==> src/rtl/risc32_stall_ctrl.sv <==
// Pipeline stall/flush controller for the RISC32 core: stage hold vector,
// redirect arbitration with a pending-redirect latch, and a front-end hang watchdog.
module risc32_stall_ctrl #(
   parameter int unsigned TIMEOUT_CYCLES = 255
) (
   input  logic        clk,
   input  logic        rst,
   input  logic        stallreq_id_i,
   input  logic        stallreq_ex_i,
   input  logic        stallreq_mem_i,
   input  logic        branch_flag_i,
   input  logic [31:0] branch_target_address_i,
   input  logic        flush_i,
   input  logic [31:0] flush_target_i,
   output logic [5:0]  stall_o,
   output logic        flush_o,
   output logic        branch_flag_o,
   output logic [31:0] branch_target_address_o,
   output logic        stall_timeout_o
);

   typedef enum logic [1:0] {
      RUN     = 2'd0,
      STALLED = 2'd1,
      HUNG    = 2'd2
   } state_t;

   localparam logic [7:0] TIMEOUT_C = 8'(TIMEOUT_CYCLES);

   state_t      state_q, state_d;
   logic [7:0]  cnt_q, cnt_d;
   logic        pend_valid_q, pend_valid_d;
   logic [31:0] pend_target_q, pend_target_d;

   logic [5:0]  stall_req;
   logic        pc_hold;
   logic        capture;

   // Deepest requesting stage wins: it must hold itself and everything upstream.
   always_comb begin
      stall_req = 6'b000000;
      if (stallreq_mem_i)
         stall_req = 6'b011111;
      else if (stallreq_ex_i)
         stall_req = 6'b001111;
      else if (stallreq_id_i)
         stall_req = 6'b000111;
   end

   assign pc_hold = stall_req[0] & ~flush_i;
   assign capture = branch_flag_i & pc_hold;

   always_comb begin
      stall_o                 = 6'b000000;
      flush_o                 = 1'b0;
      branch_flag_o           = 1'b0;
      branch_target_address_o = 32'h0;
      if (!rst) begin
         stall_o = flush_i ? 6'b000000 : stall_req;
         flush_o = flush_i;
         if (flush_i) begin
            branch_flag_o           = 1'b1;
            branch_target_address_o = flush_target_i;
         end else if (branch_flag_i) begin
            branch_flag_o           = 1'b1;
            branch_target_address_o = branch_target_address_i;
         end else if (pend_valid_q) begin
            branch_flag_o           = 1'b1;
            branch_target_address_o = pend_target_q;
         end
      end
   end

   // A redirect seen while the PC is held is parked until the PC moves again.
   always_comb begin
      pend_valid_d  = pend_valid_q;
      pend_target_d = pend_target_q;
      if (!pc_hold)
         pend_valid_d = 1'b0;
      if (capture) begin
         pend_valid_d  = 1'b1;
         pend_target_d = branch_target_address_i;
      end
   end

   always_comb begin
      state_d = state_q;
      cnt_d   = cnt_q;
      case (state_q)
         RUN: begin
            if (pc_hold) begin
               state_d = STALLED;
               cnt_d   = 8'd1;
            end else begin
               cnt_d   = 8'd0;
            end
         end
         STALLED: begin
            if (!pc_hold) begin
               state_d = RUN;
               cnt_d   = 8'd0;
            end else if (cnt_q == TIMEOUT_C) begin
               state_d = HUNG;
            end else if (cnt_q != 8'hFF) begin
               cnt_d   = cnt_q + 8'd1;
            end
         end
         HUNG: begin
            state_d = HUNG;
         end
         default: begin
            state_d = RUN;
            cnt_d   = 8'd0;
         end
      endcase
   end

   always_ff @(posedge clk) begin
      if (rst) begin
         state_q       <= RUN;
         cnt_q         <= 8'd0;
         pend_valid_q  <= 1'b0;
         pend_target_q <= 32'h0;
      end else begin
         state_q       <= state_d;
         cnt_q         <= cnt_d;
         pend_valid_q  <= pend_valid_d;
         pend_target_q <= pend_target_d;
      end
   end

   assign stall_timeout_o = (state_q == HUNG);

endmodule

==> config.mk <==
export PLATFORM = sky130hd
export DESIGN_NAME = risc32_stall_ctrl
export DESIGN_NICKNAME = d
export VERILOG_FILES = /design/src/rtl/risc32_stall_ctrl.sv
export SDC_FILE = /design/constraint.sdc
export NUM_CORES = 1
export LEC_CHECK = 0
export BUFFER_PORTS_ARGS = -buffer_cell sky130_fd_sc_hd__clkbuf_2
export CORE_ASPECT_RATIO = 0.6
export CORE_MARGIN = 3
export CORE_UTILIZATION = 52
export DETAILED_ROUTE_END_ITERATION = 8
export GPL_ROUTABILITY_DRIVEN = 0
export PLACE_DENSITY = 0.87
export SYNTH_ARGS = -nofsm -noshare
export SYNTH_HDL_FRONTEND = slang
export SYNTH_SLANG_ARGS = --single-unit
==> constraint.sdc <==
create_clock -name clk -period 4.6 [get_ports clk]
set_clock_uncertainty 0.05 [all_clocks]
set_input_delay 0.23 -clock clk [delete_from_list [all_inputs] [get_ports clk]]
set_output_delay 0.23 -clock clk [all_outputs]
set_load 0.1 [all_outputs]
Yosys cells after proc, flatten, opt, wreduce, memory -nomap -nowiden --
Cells that the tools add are included.
Cells by class: add/subtract/negate cells 1, eq/ne operators 9, reduce and logical (&&, ||, !) cells 3, bitwise logic cells 4, multiplexer cells 25
Operators by type and width (count):
- 32-bit 2-to-1 mux | 4
- 8-bit 2-to-1 mux | 3
- 8-bit one-hot mux with 3 select lines | 1
- 6-bit 2-to-1 mux | 2
- 3-bit != test (second input constant) | 3
- 8-bit by 1-bit adder with 8-bit output (second input constant) | 1
- 8-bit == test (second input constant) | 1
- 1-bit 2-to-1 mux | 8
- 8-bit != test (second input constant) | 1
- 2-bit 2-to-1 mux | 3
- 2-bit one-hot mux with 3 select lines | 1
- 5-bit 2-to-1 mux | 1
- 4-bit 2-to-1 mux | 1
- 3-bit 2-to-1 mux | 1
- 3-bit AND reduction | 1
- 1-bit bitwise AND | 2
- 2-bit by 1-bit == test with 1-bit output (second input constant) | 1
- 2-bit == test (second input constant) | 1
- 2-bit zero test | 1
- 2-bit by 1-bit != test with 1-bit output (second input constant) | 1
- 2-bit != test (second input constant) | 1
- 1-bit inverter | 2
- 2-bit AND reduction | 1
Word-level totals: bits of input ports 71, register bits after elaboration 43, logic and storage cells 46, output and inout bits 41

Depth between registers and ports, before layout --
Gate-level depths: netlist of run 1.
depth in word-level cells 6, depth in mapped cells 6, depth with buffers taken out 5

Least setup slack after synthesis of run 1 --
Ideal clock, no wire load.
kind input to output, start point in flush_i, end point out stall_o[1], arrival time 3.399 ns, data required time 4.320 ns, buffers on the path 3, stages on the path 4, slack 0.921 ns, cell sequence buf_2 clkbuf_1 nor3_1 buf_4
Between the ends: cells in the longest elaborated chain, start to end 2
Ends and longest elaborated chain:
- start, declared | line 13 | input logic flush_i,
- 6-bit 2-to-1 mux | line 59 | stall_o = flush_i ? 6'b000000 : stall_req;
- 6-bit 2-to-1 mux | line 58 | if (!rst) begin
- end, declared | line 15 | output logic [5:0] stall_o,
Every way passes these cells.

Final worst setup path of run 1 --
start point reg pend_valid_q, end point out branch_target_address_o[2]
Between the ends: cells in the longest elaborated chain, start to end 4
Ends and longest elaborated chain:
- start, declared | line 32 | logic pend_valid_q, pend_valid_d;
- start signal, assigned | line 127 | pend_valid_q <= pend_valid_d;
- 32-bit 2-to-1 mux | line 67 | end else if (pend_valid_q) begin
- 32-bit 2-to-1 mux | line 64 | end else if (branch_flag_i) begin
- 32-bit 2-to-1 mux | line 61 | if (flush_i) begin
- 32-bit 2-to-1 mux | line 58
- end, declared | line 18 | output logic [31:0] branch_target_address_o,
Every way passes these cells.

==> results of run 1 <==
[critical path: cells and delay by family (launching register included)]
kind	cells	cell delay (ns)
compound gates	2	0.31
flops	1	1.14
simple gates	2	0.31
buf+inv	1	0.46
[cell usage in the layout, fill, tap and decap left out, types with 2 or more instances in the layout]
| master | instances |
|---|---|
| and3_1 | 3 |
| nor3_1 | 5 |
| a31oi_1 | 2 |
| nor2_1 | 34 |
| a211oi_1 | 2 |
| nand2_1 | 98 |
| clkbuf_8 | 5 |
| or4_1 | 2 |
| nand4_1 | 2 |
| buf_4 | 2 |
| a21oi_1 | 99 |
| nor3b_1 | 2 |
| nand3_1 | 5 |
| clkinvlp_4 | 2 |
| clkbuf_2 | 110 |
| dfxtp_1 | 43 |
| o21ai_0 | 2 |
| nand3b_1 | 33 |
| nor3b_2 | 2 |
| nor2b_1 | 2 |
[logic make-up (layout without fill, tap and decap cells)]
logic type | Yosys count | after routing | synth area share, %
buffers and inverters | 38 | 121 | 6.23
other | 1 | 1 | 0.144
AOI/OAI and AO/OA | 116 | 116 | 24.1
adders and majority gates | 1 | 1 | 0.479
DFF | 43 | 43 | 33.0
and+or+nand+nor | 194 | 194 | 36.1
[state kept, by name, summed over array words and instances (netlist names)]
register	flops
pend_valid_q	1
cnt_q	8
state_q	2
pend_target_q	32
[stage by stage]
step           hold slack [ns]  worst slack [ns]
3_3_place_gp             0.391              1.90
5_1_grt                 0.0976              1.60
3_5_place_dp             0.396              1.77
6_report                0.0959              1.78
2_1_floorplan            0.284             0.921
4_1_cts                 0.0912              1.81
[path summary, 6_finish.rpt]
check	start	to	cells after the start
setup / recovery	pend_valid_q	branch_target_address_o[2]	5
setup reg to reg	cnt_q[0]	cnt_q[0]	5
hold reg to reg	pend_target_q[26]	pend_target_q[26]	2
hold / removal	branch_target_address_i[21]	pend_target_q[21]	3
[layer usage]
metal | routed length (microns) | track usage [%] | vias to the layer above
li1 | - | - | 1505
met5 | 0 | 0 | -
met3 | 571 | 5.28 | 4
met4 | 44 | 8.09 | 0
met1 | 3260 | 30.3 | 1305
met2 | 3040 | 37.1 | 108
[power by group]
part	switching (mW)	internal (mW)
Sequential	0.0169	0.390
Clock	0.142	0.109
Combinational	0.229	0.0719
[final cells by class]
class	count	area share, %
Multi-Input combinational cell	312	49.9
Sequential cell	43	26.9
Timing Repair Buffer	112	17.7
Tap cell	63	2.47
Clock buffer	5	2.15
Clock inverter	3	0.744
Inverter	1	0.117
==> reports/results.ini, run 1 <==
[power_and_ir_drop]
finalPower_uw = 959
leakagePower_nw = 1.33
power-per-cell-area_nw_per_um2 = 300
ir_drop_mv = 0.160

[drt]
postRouteAntennaNets = 0
totalWireLength_microns = 6910
drc = 0
drtIter0Drc = 142
vias = 2922
via_per_inst = 5.42
dr.pass1.iters = 4
wl_per_cell_microns = 12.8

[floorplan]
initial_utilization_pct = 55.5
core_sq_um = 4710
die_w_microns = 97.5
die-area_sq_um = 5940
die_h_microns = 60.9
num_rows = 19
io_pins = 112

[sta]
setup_tns_ns = 0
slew_headroom_pct = 15.2
period_minus_slack_ns = 2.82
worstMarginPinSlew_ns = 1.27
finalHoldViolCount = 0
post-route-period-util_pct = 61.3
fmax_mhz = 354
finalMaxSlewViolations = 0
grt_setup_unrepaired = false
final-setup-viol-count = 0

[cts]
cts_hold_buffers = 0
insertion_delay_ns = 0.31
cts_setup_buffers = 0
cts_buffers = 5
max-clock-path-buffers = 2
cts-root-buf = clkbuf_8
h-tree-depth = 2
cts_sinks = 43
clkTransAtPathRegs_ns = 0.09
cts_resized = 0
cts_tree = yes

[place]
dpl_cell_area_sq_um = 3100
dpl.hpwl_microns = 4630
port_buffers = 110
dpl.cell_count = 531

[finish]
fillers = 423
ff_latch_area_sq_um = 861
fin_area_sq_um = 3200
utilization_pct = 67.9
multiInputGateArea_sq_um = 1600
nNetsFinal = 547
area_growth_syn_to_layout_pct = 22.4
stdcell_count = 539
drive_above_1_share_pct = 26.3
diodes = 0

[synthesis]
ys_seq_area_share_pct = 33.0
ys.flop_type = dfxtp_1
syn_inst = 393
yosys-top-cells-area = dfxtp_1 (33%), a21oi_1 (19%), nand2_1 (14%)
ys_seq_elements = 43
postSynthAreaPerCell_sq_um = 6.65
synth-edff-count = 0
ys_async_sr_fraction_pct = 0
yosys.area.top_type = dfxtp_1
ys_warn_count = 0
synth_fp_nets = 465
netlist-cell-type-count = 39
yosys.area.top_type_share_pct = 33.0
yosysMostFrequentCell = a21oi_1
synth_commonest_cells = a21oi_1 (99), nand2_1 (98), dfxtp_1 (43)
netlist_area_sq_um = 2610

[critical_path]
critPathCaptureType = output port
required_ns = 4.32
startpoint_type = register
path_common_cell = a21oi_1
crit_chain = nand3b_1 > a21oi_1 > a21oi_1 > nor2_1 > clkbuf_2
crit_arrival_ns = 2.54
crit_path_max_incr_delay_ns = 1.14
crit_type = register to output port
rrSetupSlack_ns = 2.85
cp_slowest_cell = dfxtp_1
crit_fanout = 34

[global_routing]
grt_pass1_vias = 2477
antenna_found_initial = 0
grt_max_degree = 69
grt_use_total_pct = 22.7
grt_pass1_wl_microns = 11100
grt.overflow.total = 0

[worst_hold_path]
hold_path_class = input pin to register

[flow_run]
max_cap_viol_count = 0

[run_status]
run_status = completed

Power figures use the tool's default switching activity.
==> run 2, diff against run 1 <==
CORE_UTILIZATION = 48   (was 52)
PLACE_DENSITY = 0.81   (was 0.87)
clock period = 2.8 ns   (was 4.6 ns; I/O delays follow)
==> run 2 against run 1 <==
  * Non-clock buffer count is 7 higher
  * Register-to-register slack worse by 1.9 ns
  * Highest routed layer unchanged
  * Largest power group unchanged
  * Combinational power is 71% higher
  * Sequential cell count stayed put
==> reports/results.ini, run 2 (same netlist as run 1, synthesis figures left out) <==
[drt]
totalWireLength_microns = 7550
via_per_inst = 5.53
drc = 0
vias = 3038
dr.pass1.iters = 5
drtIter0Drc = 163
wl_per_cell_microns = 13.7
postRouteAntennaNets = 0

[power_and_ir_drop]
ir_drop_mv = 0.241
leakagePower_nw = 1.37
p_sw_share_pct = 40.4
power-per-cell-area_nw_per_um2 = 484
finalPower_mw = 1.59
p_comb_share_pct = 32.6
seq_power_share_pct = 41.8
power.internal_uw = 945
power.switching_uw = 641
p_clk_share_pct = 25.7

[place]
dpl.cell_count = 541
place_ws_ns = 0.787
dpl_cell_area_sq_um = 3180
dpl.hpwl_microns = 5400
port_buffers = 110

[finish]
reg.largest.list = pend_target_q (32), cnt_q (8), state_q (2)
area_growth_syn_to_layout_pct = 25.4
final_cell_mix = clkbuf_2 (110), a21oi_1 (99), nand2_1 (98)
final_common_cell = clkbuf_2
fillers = 506
drive_above_1_share_pct = 27.7
nNetsFinal = 554
fin_area_sq_um = 3280
utilization_pct = 63.5
stdcell_count = 549
diodes = 0
largest_reg_flops = 32
regMostFlops = pend_target_q

[critical_path]
crit_fanout = 28
startpoint_type = register
critPathCaptureType = output port
crit_type = register to output port
crit_arrival_ns = 2.06
required_ns = 2.61
startpoint = pend_valid_q
worstReg2RegStart = cnt_q[0]
r2r_cells = 5

[floorplan]
core_sq_um = 5150
initial_utilization_pct = 50.7
die_w_microns = 101
io_pins = 112
die-area_sq_um = 6390
die_h_microns = 63.1
num_rows = 20

[sta]
period_minus_slack_ns = 2.25
grt_setup_unrepaired = false
finalWorstSetupSlack_ns = 0.547
slew_headroom_pct = 48.6
finalHoldViolCount = 0
final-setup-viol-count = 0
post-route-period-util_pct = 80.5
worstMarginPinSlew_ns = 0.765
finalMaxSlewViolations = 0
fmax_mhz = 444

[flow_run]
max_cap_viol_count = 0

[cts]
cts_buffers = 5
cts-root-buf = clkbuf_8
clkTransAtPathRegs_ns = 0.09
cts_hold_buffers = 0
cts_resized = 0
cts_tree = yes
h-tree-depth = 2
cts_setup_buffers = 0
cts_sinks = 43
insertion_delay_ns = 0.29
max-clock-path-buffers = 2

[global_routing]
grt_max_degree = 42
grt_use_total_pct = 22.8
antenna_found_initial = 0
grt.overflow.total = 0
grt_pass1_vias = 2640
grt_pass1_wl_microns = 12100

[worst_hold_path]
hold_path_class = input pin to register
min_from = branch_target_address_i[29]
min_delay_path_depth = 3

[run_status]
run_status = completed

==> run 2: path summary, 6_finish.rpt <==
kind	to	slack, ns
setup reg to reg	cnt_q[0]	0.99
hold / removal	pend_target_q[29]	0.01
hold reg to reg	pend_target_q[25]	0.41
setup / recovery	branch_target_address_o[9]	0.55
==> run 2: cell type report <==
class,instances,area (sq um),share of cell area (%)
inverters,1,3.75,0.115
repair buffers,119,631,19.3
clock inverters,3,23.8,0.726
flip-flops and latches,43,861,26.3
multi-input cells,312,1610,49.0
well taps,66,82.6,2.52
clock buffers,5,68.8,2.10
==> run 2: layer usage <==
metal / part of all wire, % / GRT usage [%] / vias to the layer above
li1: - / - / 1523
met1: 45 / 32.1 / 1351
met2: 43 / 35.1 / 149
met3: 9.7 / 4.98 / 15
met4: 1.6 / 6.47 / 0
met5: 0 / 0 / -
==> run 2: power by group through the flow <==
stage | registers, mW | clock network (mW) | logic, mW
after floorplan | 0.670 | 0 | 0.397
after global placement | 0.675 | 0 | 0.508
after detailed placement | 0.676 | 0 | 0.514
after CTS | 0.662 | 0.414 | 0.517
after global routing | 0.667 | 0.439 | 0.553
final | 0.663 | 0.407 | 0.516
==> run 2: metrics by stage <==
| stage | hold slack [ns] | setup TNS [ns] |
|---|---|---|
| final | 0.00957 | 0 |
| after global routing | 0.0132 | 0 |
| after CTS | 0.00220 | 0 |
| after detailed placement | 0.333 | 0 |
| after global placement | 0.331 | 0 |
| after floorplan | 0.194 | -0.0107 |
==> run 2: critical path, stage by stage (launching register included) <==
cell	delay [ns]
dfxtp_1	0.46
buf_4	0.34
nand3b_1	0.13
a21oi_1	0.21
a21oi_1	0.07
nor2_1	0.09
clkbuf_2	0.46
==> run 3, diff against run 2 <==
ABC_AREA = 1   (was not set)
PLACE_DENSITY = 0.82   (was 0.81)
clock period = 2.2 ns   (was 2.8 ns; I/O delays follow)
==> run 3 against run 2 <==
  * Clock power up 20%
  * Sequential power up 26%
  * Routed wire length down 1.5%
  * Critical path type unchanged
  * Highest routed layer unchanged
==> reports/results.ini, run 3 <==
[cts]
cts_resized = 0
clkTransAtPathRegs_ns = 0.08
insertion_delay_ns = 0.30
cts_tree = yes
cts_sinks = 43
max-clock-path-buffers = 2
cts-root-buf = clkbuf_8
cts_hold_buffers = 0
cts_setup_buffers = 0
cts_buffers = 5
h-tree-depth = 2

[floorplan]
die_h_microns = 62.2
die_w_microns = 99.7
initial_utilization_pct = 52.4
die-area_sq_um = 6200
core_sq_um = 4830
io_pins = 112
num_rows = 19

[sta]
finalHoldViolCount = 0
period_minus_slack_ns = 2.01
post-route-period-util_pct = 91.3
grt_setup_unrepaired = false
finalMaxSlewViolations = 0
setup_tns_ns = 0
worstMarginPinSlew_ns = 0.554
fmax_mhz = 498
slew_headroom_pct = 63.0
final-setup-viol-count = 0

[finish]
ff_latch_area_sq_um = 861
final_common_cell = o21ai_0
utilization_pct = 76.8
final_cell_mix = o21ai_0 (81), clkbuf_2 (77), nand2_1 (62)
drive_above_1_share_pct = 34.1
multiInputGateArea_sq_um = 1420
fillers = 363
diodes = 0
regMostFlops = pend_target_q
reg.largest.list = pend_target_q (32), cnt_q (8), state_q (2)
nNetsFinal = 555
area_growth_syn_to_layout_pct = 46.7
largest_reg_flops = 32

[drt]
postRouteAntennaNets = 0
drc = 0
wl_per_cell_microns = 13.6
vias = 2903
drtIter0Drc = 232
totalWireLength_microns = 7430
via_per_inst = 5.31
dr.pass1.iters = 6

[critical_path]
worstReg2RegStart = cnt_q[0]
startpoint_type = register
critPathCaptureType = output port
required_ns = 2.04
crit_arrival_ns = 1.85
startpoint = pend_valid_q
crit_type = register to output port
r2r_cells = 7
crit_fanout = 26

[synthesis]
synth_fp_nets = 460
syn_inst = 388
netlist_area_sq_um = 2530
ys_seq_area_share_pct = 34.0
synth-edff-count = 0
ys.flop_type = dfxtp_1
netlist-cell-type-count = 30
yosys.area.top_type_share_pct = 34.0
yosys.area.top_type = dfxtp_1
ys_seq_elements = 43
ys_async_sr_fraction_pct = 0
yosys-top-cells-area = dfxtp_1 (34%), o21ai_0 (19%), nand2_1 (9.4%)
synth_commonest_cells = o21ai_0 (97), nand2_1 (63), a21oi_1 (47)
postSynthAreaPerCell_sq_um = 6.52
ys_warn_count = 0
yosysMostFrequentCell = o21ai_0

[global_routing]
grt_pass1_vias = 2718
antenna_found_initial = 0
grt.overflow.total = 0
grt_use_total_pct = 24.0
grt_pass1_wl_microns = 12400
grt_max_degree = 59

[place]
dpl.hpwl_microns = 5680
port_buffers = 110

[run_status]
run_status = completed

[worst_hold_path]
min_delay_path_depth = 3
hold_path_class = input pin to register
min_from = branch_target_address_i[0]

[power_and_ir_drop]
power-per-cell-area_nw_per_um2 = 592
leakagePower_nw = 1.58
finalPower_mw = 2.20
ir_drop_mv = 0.383

[flow_run]
max_cap_viol_count = 0

## run 3: per-layer routing
metal / track usage (%) / vias up / wire, microns
li1: - / 1481 / -
met3: 9.73 / 17 / 889
met5: 0 / - / 0
met4: 5.79 / 0 / 137
met1: 31.1 / 1256 / 3130
met2: 37.3 / 149 / 3270
## run 3: worst paths after layout
path,endpoint,slack [ns]
setup / recovery,branch_target_address_o[16],0.19
hold / removal,pend_target_q[0],0.02
setup reg to reg,cnt_q[4],0.67
hold reg to reg,pend_target_q[29],0.40
## run 3: layout make-up
class                           instances  share of cell area (%)
Timing Repair Buffer                  117                    29.6
Multi-Input combinational cell        273                    38.3
Tap cell                               63                    2.13
Sequential cell                        43                    23.2
Clock buffer                            6                    1.96
Clock inverter                          2                   0.337
Inverter                               43                    4.42
## run 3: cell families (layout without fill, tap and decap cells)
logic type                 after synthesis  after routing  share of synthesized area (%)
xor gates and xnor gates                 1              1                          0.346
and+or+nand+nor                        109            109                           19.1
other                                    1              1                          0.148
buffers and inverters                   72            168                           12.8
DFF                                     43             43                           34.0
adders and majority gates                1              1                          0.495
AOI/OAI and AO/OA                      161            161                           33.0
## run 3: critical path: stages, from the launching register on
cell and delay, ns:
dfxtp_1 0.51, inv_2 0.24, o21ai_0 0.22, o21ai_0 0.16
o21ai_2 0.22, buf_12 0.20
## run 3: per-stage QoR
step,setup WS (ns),area (sq um),instances,hold WS (ns)
after floorplan,-0.793,2600,388,0.129
after global placement,0.551,3620,539,0.331
after detailed placement,0.490,3620,539,0.336
after CTS,0.201,3710,547,0.0222
after global routing,0.0351,3710,547,0.0219
final,0.191,3710,547,0.0223
## run 3: where the power goes
part           internal, mW  switching, mW  total (mW)
logic                 0.279          0.596       0.875
registers             0.818         0.0157       0.834
clock network         0.222          0.265       0.487
total                  1.32          0.878        2.20
